File: src/rtl/rv_pkg.sv
// Shared RV32 decode definitions: the R-type opcode, the ALU funct encodings,
// instruction field positions, and the decoded-field bundle handed to execute.
package rv_pkg;

    localparam int XLEN   = 32;
    localparam int REG_AW = 5;

    localparam logic [6:0] OPCODE_R = 7'b0110011;

    localparam logic [2:0] F3_ADD_SUB = 3'b000;
    localparam logic [2:0] F3_SLL     = 3'b001;
    localparam logic [2:0] F3_XOR     = 3'b100;
    localparam logic [2:0] F3_SRL     = 3'b101;
    localparam logic [2:0] F3_OR      = 3'b110;
    localparam logic [2:0] F3_AND     = 3'b111;

    localparam logic [6:0] F7_BASE = 7'b0000000;
    localparam logic [6:0] F7_SUB  = 7'b0100000;

    localparam int OPC_LSB = 0;
    localparam int RD_LSB  = 7;
    localparam int F3_LSB  = 12;
    localparam int RS1_LSB = 15;
    localparam int RS2_LSB = 20;
    localparam int F7_LSB  = 25;

    typedef struct packed {
        logic [6:0]        opcode;
        logic [2:0]        funct3;
        logic [6:0]        funct7;
        logic [REG_AW-1:0] rd;
    } dec_fields_t;

    function automatic dec_fields_t split_fields(input logic [XLEN-1:0] instr);
        dec_fields_t f;
        f.opcode = instr[OPC_LSB +: 7];
        f.funct3 = instr[F3_LSB  +: 3];
        f.funct7 = instr[F7_LSB  +: 7];
        f.rd     = instr[RD_LSB  +: REG_AW];
        return f;
    endfunction

endpackage

File: src/rtl/decode_stage_if.sv
// Instruction, write-back and execute-side handshake bundle for decode_stage.
// master = surrounding pipeline (drives instructions, write-back, ready_in); slave = decode_stage.
interface decode_stage_if #(parameter int DATA_W = 32);

    logic [31:0]       instr_in;
    logic              instr_valid_in;
    logic              instr_ready_out;
    logic              wb_en_in;
    logic [4:0]        wb_addr_in;
    logic [DATA_W-1:0] wb_data_in;
    logic [6:0]        opcode_out;
    logic [2:0]        funct3_out;
    logic [6:0]        funct7_out;
    logic [DATA_W-1:0] data1_out;
    logic [DATA_W-1:0] data2_out;
    logic [4:0]        rd_out;
    logic              valid_out;
    logic              ready_in;
    logic              illegal_out;

    modport master (
        output instr_in, instr_valid_in, wb_en_in, wb_addr_in, wb_data_in, ready_in,
        input  instr_ready_out, opcode_out, funct3_out, funct7_out,
               data1_out, data2_out, rd_out, valid_out, illegal_out
    );

    modport slave (
        input  instr_in, instr_valid_in, wb_en_in, wb_addr_in, wb_data_in, ready_in,
        output instr_ready_out, opcode_out, funct3_out, funct7_out,
               data1_out, data2_out, rd_out, valid_out, illegal_out
    );

endinterface

File: src/rtl/reg_file.sv
// Architectural register file: two combinational read ports with write-to-read bypass, x0 fixed at 0.
// Writes land at the clock edge; no backpressure (write port always accepts).
module reg_file #(
    parameter int DATA_W  = 32,
    parameter int REG_CNT = 32,
    parameter int AW      = $clog2(REG_CNT)
) (
    input  logic              clk,
    input  logic              rst,
    input  logic              we_i,
    input  logic [AW-1:0]     waddr_i,
    input  logic [DATA_W-1:0] wdata_i,
    input  logic [AW-1:0]     raddr1_i,
    input  logic [AW-1:0]     raddr2_i,
    output logic [DATA_W-1:0] rdata1_o,
    output logic [DATA_W-1:0] rdata2_o
);

    logic [DATA_W-1:0] regs_q [REG_CNT];

    always_ff @(posedge clk or posedge rst) begin
        if (rst) begin
            for (int i = 0; i < REG_CNT; i++) begin
                regs_q[i] <= '0;
            end
        end else if (we_i && (waddr_i != '0)) begin
            regs_q[waddr_i] <= wdata_i;
        end
    end

    // A same-cycle write is forwarded so a reader never sees the stale value.
    assign rdata1_o = (raddr1_i == '0)                    ? '0      :
                      (we_i && (waddr_i == raddr1_i))     ? wdata_i :
                                                            regs_q[raddr1_i];
    assign rdata2_o = (raddr2_i == '0)                    ? '0      :
                      (we_i && (waddr_i == raddr2_i))     ? wdata_i :
                                                            regs_q[raddr2_i];

endmodule

File: src/rtl/decode_stage.sv
// R-type decode: field split, operand read with write-back bypass, busy scoreboard for RAW stalls.
// 1-cycle latency into a single output register; outputs held while ready_in is low.
module decode_stage #(
    parameter int DATA_W  = 32,
    parameter int REG_CNT = 32
) (
    input  logic           clk,
    input  logic           rst,
    decode_stage_if.slave  io
);
    import rv_pkg::*;

    logic [REG_AW-1:0] rs1;
    logic [REG_AW-1:0] rs2;
    dec_fields_t       fld_in;
    dec_fields_t       fld_q;
    dec_fields_t       fld_d;
    logic [DATA_W-1:0] rdata1;
    logic [DATA_W-1:0] rdata2;
    logic [DATA_W-1:0] data1_q;
    logic [DATA_W-1:0] data1_d;
    logic [DATA_W-1:0] data2_q;
    logic [DATA_W-1:0] data2_d;
    logic [REG_CNT-1:0] busy_q;
    logic [REG_CNT-1:0] busy_d;
    logic              valid_q;
    logic              valid_d;
    logic              illegal_q;
    logic              illegal_d;
    logic              rs1_wb_hit;
    logic              rs2_wb_hit;
    logic              hazard;
    logic              instr_ready;
    logic              accept;
    logic              is_rtype;

    assign rs1    = io.instr_in[RS1_LSB +: REG_AW];
    assign rs2    = io.instr_in[RS2_LSB +: REG_AW];
    assign fld_in = split_fields(io.instr_in);

    reg_file #(
        .DATA_W  (DATA_W),
        .REG_CNT (REG_CNT),
        .AW      (REG_AW)
    ) u_reg_file (
        .clk      (clk),
        .rst      (rst),
        .we_i     (io.wb_en_in),
        .waddr_i  (io.wb_addr_in),
        .wdata_i  (io.wb_data_in),
        .raddr1_i (rs1),
        .raddr2_i (rs2),
        .rdata1_o (rdata1),
        .rdata2_o (rdata2)
    );

    // A write-back landing this cycle resolves the hazard; the bypass supplies the value.
    assign rs1_wb_hit  = io.wb_en_in && (io.wb_addr_in == rs1);
    assign rs2_wb_hit  = io.wb_en_in && (io.wb_addr_in == rs2);
    assign hazard      = (busy_q[rs1] && !rs1_wb_hit) || (busy_q[rs2] && !rs2_wb_hit);
    assign instr_ready = (!valid_q || io.ready_in) && !hazard;
    assign accept      = io.instr_valid_in && instr_ready;
    assign is_rtype    = (fld_in.opcode == OPCODE_R);

    always_comb begin
        busy_d    = busy_q;
        valid_d   = valid_q;
        fld_d     = fld_q;
        data1_d   = data1_q;
        data2_d   = data2_q;
        illegal_d = accept && !is_rtype;

        if (io.wb_en_in) begin
            busy_d[io.wb_addr_in] = 1'b0;
        end
        // Set after clear: the newly accepted producer is younger than the retiring one.
        if (accept && is_rtype && (fld_in.rd != '0)) begin
            busy_d[fld_in.rd] = 1'b1;
        end
        busy_d[0] = 1'b0;

        if (accept) begin
            valid_d = is_rtype;
            if (is_rtype) begin
                fld_d   = fld_in;
                data1_d = rdata1;
                data2_d = rdata2;
            end
        end else if (io.ready_in) begin
            valid_d = 1'b0;
        end
    end

    always_ff @(posedge clk or posedge rst) begin
        if (rst) begin
            busy_q    <= '0;
            valid_q   <= 1'b0;
            illegal_q <= 1'b0;
            fld_q     <= '0;
            data1_q   <= '0;
            data2_q   <= '0;
        end else begin
            busy_q    <= busy_d;
            valid_q   <= valid_d;
            illegal_q <= illegal_d;
            fld_q     <= fld_d;
            data1_q   <= data1_d;
            data2_q   <= data2_d;
        end
    end

    assign io.instr_ready_out = instr_ready;
    assign io.opcode_out      = fld_q.opcode;
    assign io.funct3_out      = fld_q.funct3;
    assign io.funct7_out      = fld_q.funct7;
    assign io.rd_out          = fld_q.rd;
    assign io.data1_out       = data1_q;
    assign io.data2_out       = data2_q;
    assign io.valid_out       = valid_q;
    assign io.illegal_out     = illegal_q;

endmodule

File: src/flat_wrapper.sv
// flat-port wrapper written by rule: the top's interface ports become plain ports
module decode_stage_flat import rv_pkg::*;
#(
    parameter int DATA_W  = 32,
    parameter int REG_CNT = 32
)
  (clk, rst, io_instr_in, io_instr_valid_in, io_wb_en_in, io_wb_addr_in, io_wb_data_in, io_ready_in, io_instr_ready_out, io_opcode_out, io_funct3_out, io_funct7_out, io_data1_out, io_data2_out, io_rd_out, io_valid_out, io_illegal_out);
  decode_stage_if #(.DATA_W(DATA_W)) io_i ();
  input  logic clk;
  input  logic rst;
  input wire logic [$bits(io_i.instr_in)-1:0] io_instr_in;
  input wire logic [$bits(io_i.instr_valid_in)-1:0] io_instr_valid_in;
  input wire logic [$bits(io_i.wb_en_in)-1:0] io_wb_en_in;
  input wire logic [$bits(io_i.wb_addr_in)-1:0] io_wb_addr_in;
  input wire logic [$bits(io_i.wb_data_in)-1:0] io_wb_data_in;
  input wire logic [$bits(io_i.ready_in)-1:0] io_ready_in;
  output wire logic [$bits(io_i.instr_ready_out)-1:0] io_instr_ready_out;
  output wire logic [$bits(io_i.opcode_out)-1:0] io_opcode_out;
  output wire logic [$bits(io_i.funct3_out)-1:0] io_funct3_out;
  output wire logic [$bits(io_i.funct7_out)-1:0] io_funct7_out;
  output wire logic [$bits(io_i.data1_out)-1:0] io_data1_out;
  output wire logic [$bits(io_i.data2_out)-1:0] io_data2_out;
  output wire logic [$bits(io_i.rd_out)-1:0] io_rd_out;
  output wire logic [$bits(io_i.valid_out)-1:0] io_valid_out;
  output wire logic [$bits(io_i.illegal_out)-1:0] io_illegal_out;
  assign io_i.instr_in = io_instr_in;
  assign io_i.instr_valid_in = io_instr_valid_in;
  assign io_i.wb_en_in = io_wb_en_in;
  assign io_i.wb_addr_in = io_wb_addr_in;
  assign io_i.wb_data_in = io_wb_data_in;
  assign io_i.ready_in = io_ready_in;
  assign io_instr_ready_out = io_i.instr_ready_out;
  assign io_opcode_out = io_i.opcode_out;
  assign io_funct3_out = io_i.funct3_out;
  assign io_funct7_out = io_i.funct7_out;
  assign io_data1_out = io_i.data1_out;
  assign io_data2_out = io_i.data2_out;
  assign io_rd_out = io_i.rd_out;
  assign io_valid_out = io_i.valid_out;
  assign io_illegal_out = io_i.illegal_out;
  decode_stage #(.DATA_W(DATA_W), .REG_CNT(REG_CNT)) u_core (.clk(clk), .rst(rst), .io(io_i));
endmodule
File: config.mk
export PLATFORM = sky130hd
export DESIGN_NAME = decode_stage_flat
export DESIGN_NICKNAME = d
export VERILOG_FILES = /design/src/rtl/rv_pkg.sv /design/src/rtl/decode_stage_if.sv /design/src/rtl/reg_file.sv /design/src/rtl/decode_stage.sv /design/src/flat_wrapper.sv
export SDC_FILE = /design/constraint.sdc
export NUM_CORES = 2
export LEC_CHECK = 0
export CAP_MARGIN = 15
export CORE_ASPECT_RATIO = 0.9
export CORE_MARGIN = 2
export CORE_UTILIZATION = 45
export DETAILED_ROUTE_END_ITERATION = 12
export PLACE_DENSITY = 0.64
export REMOVE_ABC_BUFFERS = 1
export SLEW_MARGIN = 20
export SYNTH_ARGS = -nofsm -noshare
export SYNTH_HDL_FRONTEND = slang
export SYNTH_SLANG_ARGS = --single-unit
File: constraint.sdc
create_clock -name clk -period 44.3 [get_ports clk]
set_input_delay 8.86 -clock clk [delete_from_list [all_inputs] [get_ports clk]]
set_output_delay 8.86 -clock clk [all_outputs]
set_load 0.005 [all_outputs]
==> results.sh <==
export IMPL_leakagePower_nw=28.4
export IMPL_vias=37800
export IMPL_arrival_ns=12.16
export IMPL_place_hpwl_um=99900
export IMPL_slew_headroom_pct=20.8
export IMPL_core_mm2=0.131
export IMPL_place_area_mm2=0.0626
export IMPL_avgSynthCellArea_um2=15.1
export IMPL_max_freq_ghz=0.0476
export IMPL_dp_worst_setup_slack_ns=23.32
export IMPL_die_x_um=388
export IMPL_status="complete, no violations"
export IMPL_ios=163
export IMPL_cts_setup_buffers=0
export IMPL_maxSlewViolCount=0
export IMPL_cp_end_kind="primary output"
export IMPL_setup_violations=0
export IMPL_cts_buffer_depth=3
export IMPL_grt_pass1_vias=38100
export IMPL_synthArstFlopShare_pct=100
export IMPL_finalCritPeriodShare_pct=47.4
export IMPL_cts_resized=0
export IMPL_worst_slew_pin_transition_ns=1.19
export IMPL_track_usage_pct=27.1
export IMPL_synth_cell_types=52
export IMPL_postSynthCellCount=3943
export IMPL_yosysMostFrequentCell="dfrtp_1"
export IMPL_vdd_ir_drop_worst_mv=0.0326
export IMPL_ctsHtreeMaxLevel=3
export IMPL_utilization_pct=50.7
export IMPL_postCtsHoldBufs=0
export IMPL_rsz0062_at_grt="false"
export IMPL_global_route_overflow_total=0
export IMPL_io_buffers=162
export IMPL_yosysTopAreaCellShare_pct=48.0
export IMPL_setup_ws_ns=23.28
export IMPL_fin_crit_ns=21.02
export IMPL_initial_core_util_pct=45.4
export IMPL_critPathKind="primary input to primary output"
export IMPL_grt_pass1_wl_um=270000
export IMPL_viasPerCell=6.62
export IMPL_finClkSkew_ns=0.0274
export IMPL_grt_max_degree=169
export IMPL_worst_setup_path_start_kind="primary input"
export IMPL_row_count=126
export IMPL_ys_ff_latch=1143
export IMPL_synth_edf_count=0
export IMPL_yosysSeqAreaShare_pct=48.0
export IMPL_setup_tns_ns=0
export IMPL_dr_first_iter_drc_count=3788
export IMPL_drc=0
export IMPL_hold_class="flop to flop"
export IMPL_firstDrtPassIters=6
export IMPL_cts_tree="yes"
export IMPL_drv_cap=0
export IMPL_yosys_warnings=0
export IMPL_cts_clk_slew_worst_paths_ns=0.06
export IMPL_path_max_fanout=25
export IMPL_gp_congestion=0.832
export IMPL_wire_per_inst_um=32.0
export IMPL_synthTopCellsByArea="dfrtp_1, mux2_2, mux4_2"
export IMPL_synth_top_area_cell="dfrtp_1"
export IMPL_drive_above_1_share_pct=50.4
export IMPL_synth_cells_most_frequent="dfrtp_1, mux2_2, mux4_2"
export IMPL_cp_required_ns=35.44
export IMPL_netlist_area_mm2=0.0596
export IMPL_ys_flop_type="dfrtp_1"
export IMPL_cts_buffers=118
export IMPL_antenna_found_initial=8
export IMPL_cts_root_buf="clkbuf_16"
export IMPL_power_density_mw_per_mm2=44.2
export IMPL_die_area_mm2=0.135
export IMPL_routed_wl_um=183000
export IMPL_fin_area_mm2=0.0666
export IMPL_nets=3962
export IMPL_antenna_left=0
export IMPL_die_h_um=349
export IMPL_numClockSinks=1143
export IMPL_area_growth_pct=11.9
export IMPL_clk_latency_ns=0.75
export IMPL_fill_cells=11000
export IMPL_finalHoldViolCount=0
==> layout make-up <==
cell class	instances	area [µm²]	area share, %
clock buffers	166	3410	5.12
repair buffers	274	2550	3.83
diodes	1	2.50	0.00376
flip-flops and latches	1143	28600	42.9
inverters	2	15.0	0.0225
multi-input cells	2349	29300	44.0
clock inverters	51	539	0.809
well taps	1728	2160	3.24
==> registers in the layout, indices dropped and copies added (netlist names) <==
signal,cells
u_core.busy_q,31
u_core.io.data1_out,32
u_core.io.data2_out,32
u_core.io.funct3_out,3
u_core.io.funct7_out,7
u_core.io.illegal_out,1
u_core.io.opcode_out,7
u_core.io.rd_out,5
u_core.io.valid_out,1
u_core.u_reg_file.regs_q,1024
==> logic make-up after synthesis <==
| logic type | share of synthesized area (%) |
|---|---|
| compound gates | 3.74 |
| mux | 42.4 |
| xor+xnor | 0.147 |
| flops | 48.0 |
| simple gates | 2.53 |
| buf+inv | 3.13 |
==> where the power goes <==
group / switching (W) / leakage [nW] / internal [W]
combinational: 0.000218 / 11.7 / 0.000344
sequential: 0.000133 / 14.8 / 0.00123
clock: 0.000433 / 1.98 / 0.000593
total: 0.000784 / 28.4 / 0.00216
==> routing by layer <==
layer / share of wire, % / up-vias / track usage (%)
met5: 0.020 / - / 0
met2: 44 / 1711 / 40.5
li1: - / 15200 / -
met3: 8.4 / 350 / 5.98
met4: 3.2 / 6 / 7.95
met1: 44 / 20600 / 39.6
==> placed cells by master (no fill, tap or decap), drive strengths merged, types with 9 or more instances in the layout <==
master | netlist | routed
a211oi | 49 | 49
a21oi | 46 | 46
a221oi | 13 | 13
a22o | 12 | 12
a32oi | 10 | 10
and2 | 37 | 37
buf | 156 | 122
bufinv | 0 | 10
clkbuf | 293 | 167
clkdlybuf4s50 | 0 | 151
clkinv | 0 | 33
dfrtp | 1143 | 1143
mux2 | 1118 | 1118
mux2i | 93 | 93
mux4 | 522 | 522
nand2 | 95 | 95
nand3 | 18 | 18
nor2 | 36 | 36
nor2b | 15 | 15
nor3 | 9 | 9
nor3b | 9 | 9
o211ai | 12 | 12
o21ai | 42 | 42
o221ai | 33 | 33
o22ai | 66 | 66
o31ai | 16 | 16
or4 | 33 | 33
==> final timing paths <==
| kind | startpoint | end | slack (ns) | depth (start not counted) |
|---|---|---|---|---|
| min in group asynchronous | rst | u_core.io.data1_out[22] | 8.62 | 2 |
| min reg2reg | u_core.u_reg_file.regs_q[1017] | u_core.u_reg_file.regs_q[1017] | 0.40 | 0 |
| max reg2reg | u_core.busy_q[15] | u_core.io.data1_out[15] | 40.28 | 8 |
| min | u_core.u_reg_file.regs_q[1017] | u_core.u_reg_file.regs_q[1017] | 0.40 | 0 |
| max in group asynchronous | rst | u_core.u_reg_file.regs_q[508] | 32.60 | 5 |
| max | io_wb_addr_in[3] | io_instr_ready_out | 23.28 | 7 |
==> metrics by stage <==
step                power (W)  hold slack (ns)  std cells
global route          0.00307            0.407       5713
finish                0.00295            0.396       5714
detailed placement    0.00193            0.382       5495
CTS                   0.00296            0.397       5712
global placement      0.00191            0.382       5495
floorplan             0.00174            0.365       3494
==> worst max-delay path, cell delays in order <==
cell and delay, ns:
clkdlybuf4s50_1 0.74, xnor2_1 0.13, nand4_1 0.26, or2_2 0.96, o2111ai_1 0.44, o21a_1 0.28, clkdlybuf4s50_1 0.48
Note: power is estimated with default switching activity, not from simulation.
